===== src/rtl/gray_rd_arbiter.sv =====
// gray_rd_arbiter: shares the gray-image memory read port between the LBP window
// fetcher (requester 0) and a secondary reader (requester 1), round-robin with burst lock.
module gray_rd_arbiter #(
  parameter int ADDR_W    = 14,
  parameter int DATA_W    = 8,
  parameter int MAX_BURST = 9
) (
  input  logic              clk,
  input  logic              reset,
  input  logic [1:0]        rq_req,
  input  logic [ADDR_W-1:0] rq_addr0,
  input  logic [ADDR_W-1:0] rq_addr1,
  output logic [1:0]        rq_gnt,
  output logic [1:0]        rq_valid,
  output logic [DATA_W-1:0] rq_data,
  output logic              gray_req,
  output logic [ADDR_W-1:0] gray_addr,
  input  logic              gray_ready,
  input  logic [DATA_W-1:0] gray_data
);

  typedef enum logic [1:0] {
    OWN_NONE = 2'd0,
    OWN_R0   = 2'd1,
    OWN_R1   = 2'd2
  } owner_t;

  localparam logic [7:0] BURST_LAST = 8'(MAX_BURST);

  owner_t      owner_r;
  logic        last_r;
  logic [7:0]  bcnt_r;
  logic [1:0]  vld_r;

  logic        cur_id_s;
  logic        own_req_s;
  logic        other_req_s;
  owner_t      other_owner_s;
  logic        accept_s;
  logic        burst_done_s;

  function automatic logic [1:0] owner_onehot(input owner_t o);
    logic [1:0] oh;
    case (o)
      OWN_R0:  oh = 2'b01;
      OWN_R1:  oh = 2'b10;
      default: oh = 2'b00;
    endcase
    return oh;
  endfunction

  // Memory request mux driven by the current owner, plus accept/grant decode.
  always_comb begin
    cur_id_s      = (owner_r == OWN_R1);
    own_req_s     = cur_id_s ? rq_req[1] : rq_req[0];
    other_req_s   = cur_id_s ? rq_req[0] : rq_req[1];
    other_owner_s = cur_id_s ? OWN_R0 : OWN_R1;
    gray_req      = 1'b0;
    gray_addr     = {ADDR_W{1'b0}};
    case (owner_r)
      OWN_R0: begin
        gray_req  = rq_req[0];
        gray_addr = rq_addr0;
      end
      OWN_R1: begin
        gray_req  = rq_req[1];
        gray_addr = rq_addr1;
      end
      default: begin
        gray_req  = 1'b0;
        gray_addr = {ADDR_W{1'b0}};
      end
    endcase
    accept_s     = gray_req & gray_ready;
    rq_gnt       = {2{accept_s}} & owner_onehot(owner_r);
    burst_done_s = ((bcnt_r + 8'd1) == BURST_LAST);
  end

  // Ownership, burst counting and the one-cycle read-data valid pipeline.
  always_ff @(posedge clk or posedge reset) begin
    if (reset) begin
      owner_r <= OWN_NONE;
      last_r  <= 1'b1;
      bcnt_r  <= 8'd0;
      vld_r   <= 2'b00;
    end else begin
      vld_r <= rq_gnt;
      case (owner_r)
        OWN_NONE: begin
          bcnt_r <= 8'd0;
          case (rq_req)
            2'b01:   owner_r <= OWN_R0;
            2'b10:   owner_r <= OWN_R1;
            2'b11:   owner_r <= last_r ? OWN_R0 : OWN_R1;
            default: owner_r <= OWN_NONE;
          endcase
        end
        OWN_R0, OWN_R1: begin
          if (accept_s) begin
            if (burst_done_s) begin
              // Burst window full: hand over only if the other side is waiting.
              bcnt_r <= 8'd0;
              if (other_req_s) begin
                owner_r <= other_owner_s;
                last_r  <= cur_id_s;
              end
            end else begin
              bcnt_r <= bcnt_r + 8'd1;
            end
          end else if (!own_req_s) begin
            last_r  <= cur_id_s;
            bcnt_r  <= 8'd0;
            owner_r <= other_req_s ? other_owner_s : OWN_NONE;
          end
        end
        default: begin
          owner_r <= OWN_NONE;
          bcnt_r  <= 8'd0;
        end
      endcase
    end
  end

  assign rq_valid = vld_r;
  assign rq_data  = gray_data;

endmodule


===== config.mk =====
export PLATFORM = sky130hd
export DESIGN_NAME = gray_rd_arbiter
export DESIGN_NICKNAME = d
export VERILOG_FILES = /design/src/rtl/gray_rd_arbiter.sv
export SDC_FILE = /design/constraint.sdc
export NUM_CORES = 1
export LEC_CHECK = 0
export ABC_AREA = 1
export BUFFER_PORTS_ARGS = -buffer_cell sky130_fd_sc_hd__buf_4
export CAP_MARGIN = 10
export CORE_MARGIN = 10
export CORE_UTILIZATION = 39
export CTS_CLUSTER_DIAMETER = 60
export DETAILED_ROUTE_END_ITERATION = 8
export PLACE_DENSITY = 0.85
export SYNTH_ARGS = -nofsm -noshare
export SYNTH_HDL_FRONTEND = slang
export SYNTH_SLANG_ARGS = --single-unit

===== constraint.sdc =====
create_clock -name clk -period 1.6 [get_ports clk]
set_input_delay 0.32 -clock clk [delete_from_list [all_inputs] [get_ports clk]]
set_output_delay 0.32 -clock clk [all_outputs]
set_load 0.01 [all_outputs]

==> flow_summary_export.csv <==
group,metric,value,unit
synth,syn_inst,149,
synth,synth_seq_cells,13,
placed_design,place_ws,-128.5,ps
synth,synth_top_area_frac,0.2712,
placed_design,dp_cells,232,
outcome,status,"finished, violations left",
synth,yosys.area_share.simple,0.2633,
synth,async_flop_share,1.000,
die,io_pins,68,
synth,synth_ff_type,"dfrtp_1",
critical_path,worstPathRequired,1280,ps
critical_path,arrival,1570,ps
critical_path,worstRegToRegCells,12,
synth,synth_mux_area_frac,0,
timing,slew_violations,0,
critical_path,endpoint_kind,"output pin",
pwr,p_leak,0.9644,nW
global_routing,grt_overflow,0,
clock_tree,cts_tree,"built",
critical_path,crit_chain,"inv_2 -> ha_4 -> buf_6 -> a32o_2 -> buf_6",
global_routing,grt_pass1_wl,6.982,mm
critical_path,r2r_slack,-250,ps
timing,setup_tns,-6497,ps
route,first_pass_iters,4,
critical_path,crit_family,"flip-flops",
synth,yosysWarnings,0,
die,fp.dieW,73.29,um
layout,stdcell_count,244,
synth,synth_xor_xnor_area_share,0.007910,
synth,synth.most_common_cell,"nand2_1",
outcome,violations,"negative setup slack",
synth,synthTopCellsByArea,"dfrtp_1, a32o_1, nand2_1",
placed_design,place_congestion,0.8687,
run,maxCapViolCount,0,
worst_hold_path,min_path_type,"in -> async",
timing,fin_ws,-292.2,ps
die,core-area,2734,sq um
placed_design,dp.final_hpwl,2.918,mm
die,num_rows,19,
pwr,power.total,0.002458,W
clock_tree,cts.path.max_buffers,2,
route,drtIter0Drc,73,
synth,synth.cells.most_frequent,"nand2_1, inv_1, a32o_1, dfrtp_1, nand3_1",
clock_tree,clk_latency,280,ps
die,die_area,5371,sq um
timing,rsz0062_at_grt,"yes",
synth,synth_nets,196,
timing,tightest_slew,505.4,ps
synth,synth_adder_area_share,0.06780,
synth,synth_area,1107,sq um
critical_path,reg2reg_from,"owner_r[0]",
synth,synth_largest_area_cell,"dfrtp_1",
layout,design_area,1861,sq um
layout,drive_gt1_frac,0.5681,
layout,areaGrowthSynthToFinish,68.02,%
clock_tree,ctsRootBufferMaster,"clkbuf_4",
timing,fin_crit,1892,ps
critical_path,cpMostUsedCell,"buf_6",
critical_path,reg2reg_to,"owner_r[0]",
route,num_vias,1293,
route,drc,0,
timing,setup_viol,28,
clock_tree,clock_sinks,13,
pwr,p_per_area,1321,nW/um^2
global_routing,first_global_vias,1440,
clock_tree,cts_hold_buf,0,
pwr,vdd_drop_max,1.069,mV
timing,skew,3.758,ps
synth,synth_edf_count,0,
layout,diodes,0,
critical_path,critPathMaxStageDelay,420,ps
timing,fmax,0.5285,GHz
synth,synth_compound_area_frac,0.2102,
route,post_drt_wl_per_cell,16.69,um
clock_tree,clkTransAtPathRegs,80,ps
synth,synth_cell_types,24,
die,start_util,0.4050,
route,ant_nets,0,
die,die_h,73.29,um
route,vias_per_cell,5.299,
route,routed_wl,4.073,mm
critical_path,slowest_stage,"dfrtp_1",
global_routing,grt_usage,0.1630,
critical_path,startpoint_type,"flip-flop",
timing,fin_crit_sh,1.183,
critical_path,critical_path_class,"reg -> out",
placed_design,placed_cell_area,1583,sq um
global_routing,grt_max_degree,16,
clock_tree,numCtsBuffers,3,
critical_path,cp_max_fo,7,
placed_design,port_buffers,51,
timing,slew_headroom,0.6627,
clock_tree,htree_levels,1,
timing,finalHoldViolations,0,
synth,synth-seq-area-share,0.2949,
global_routing,antenna_found_initial,0,
synth,synth.avg_cell_area,7.432,sq um
synth,synth_top_family_by_area,"simple AND/OR/NAND/NOR gates",
critical_path,crit_buf_inv,3,
layout,final_nets,261,
worst max-delay path by stage:
stage | cells past startpoint | slack (ps) | end | start
after floorplan | 7 | -60 | gray_addr[0] | owner_r[1]
after global placement | 7 | -80 | bcnt_r[3] | owner_r[0]
after detailed placement | 7 | -130 | bcnt_r[3] | owner_r[0]
after CTS | 6 | -270 | gray_addr[0] | owner_r[0]
after global routing | 5 | -370 | gray_addr[3] | owner_r[0]
final | 5 | -290 | gray_addr[3] | owner_r[0]
state kept, by name, indices dropped and copies added, names as in the netlist:
name,flops
rq_valid,2
owner_r,2
bcnt_r,8
last_r,1
through the flow:
step | util | hold WS [ps]
after floorplan | - | 196.2
after global placement | 0.5789 | 379.6
after detailed placement | 0.5789 | 393.2
after CTS | 0.6673 | 82.62
after global routing | 0.6805 | 104.0
final | 0.6805 | 59.55
what timing repair did:
| item | 4_1_cts | 5_1_grt |
|---|---|---|
| cloned | 1 | 0 |
| setup buffers | 5 | 2 |
| pin swaps | 5 | 3 |
| endpoints found under the setup margin | 28 | 28 |
| gates resized for setup | 45 | 7 |
layout make-up:
type,count,area (sq um)
fill,203,873.3
timing repair buffer,75,646.9
multi-input combinational,100,730.7
clock buffer,4,26.28
sequential,13,326.6
tap,31,38.79
inverter,21,91.34
metal layers:
metal  global-route usage  wire, um  vias to the layer above
li1                     -         -                      631
met1               0.1561      1364                      596
met2               0.2865      2122                       60
met3              0.08614       513                        6
met4              0.06329        74                        0
met5                    0         0                        -
cell families after synthesis:
group | Yosys count
compound gates | 31
xor+xnor | 1
fa+ha+maj | 6
buf+inv | 36
flops | 13
simple gates | 62
layout by cell type (no fill, tap or decap):
master	count
o21bai_1	1
o211ai_1	1
nand3_2	4
nand3_1	8
o22ai_1	2
ha_4	3
inv_8	1
inv_1	14
inv_4	2
o21ai_1	8
xor2_1	1
o21ai_2	1
ha_1	3
dfstp_2	1
nor2_2	1
buf_4	55
a21oi_2	3
a32o_2	12
a32o_1	2
buf_6	19
nand4_1	3
clkbuf_1	1
inv_2	4
buf_12	1
nand2_1	30
clkbuf_4	3
nand3_4	1
a21oi_1	1
nor2_4	3
dfrtp_1	12
nand2_4	3
nor2_1	5
nand2_2	4
power breakdown:
part / switching, W / internal (W) / total, W
clock network: 0.000110 / 0.0000970 / 0.000207
registers: 0.0000270 / 0.000374 / 0.000401
logic: 0.000901 / 0.000949 / 0.00185
total: 0.00104 / 0.00142 / 0.00246
No activity file was read; power rests on OpenSTA's default activity.
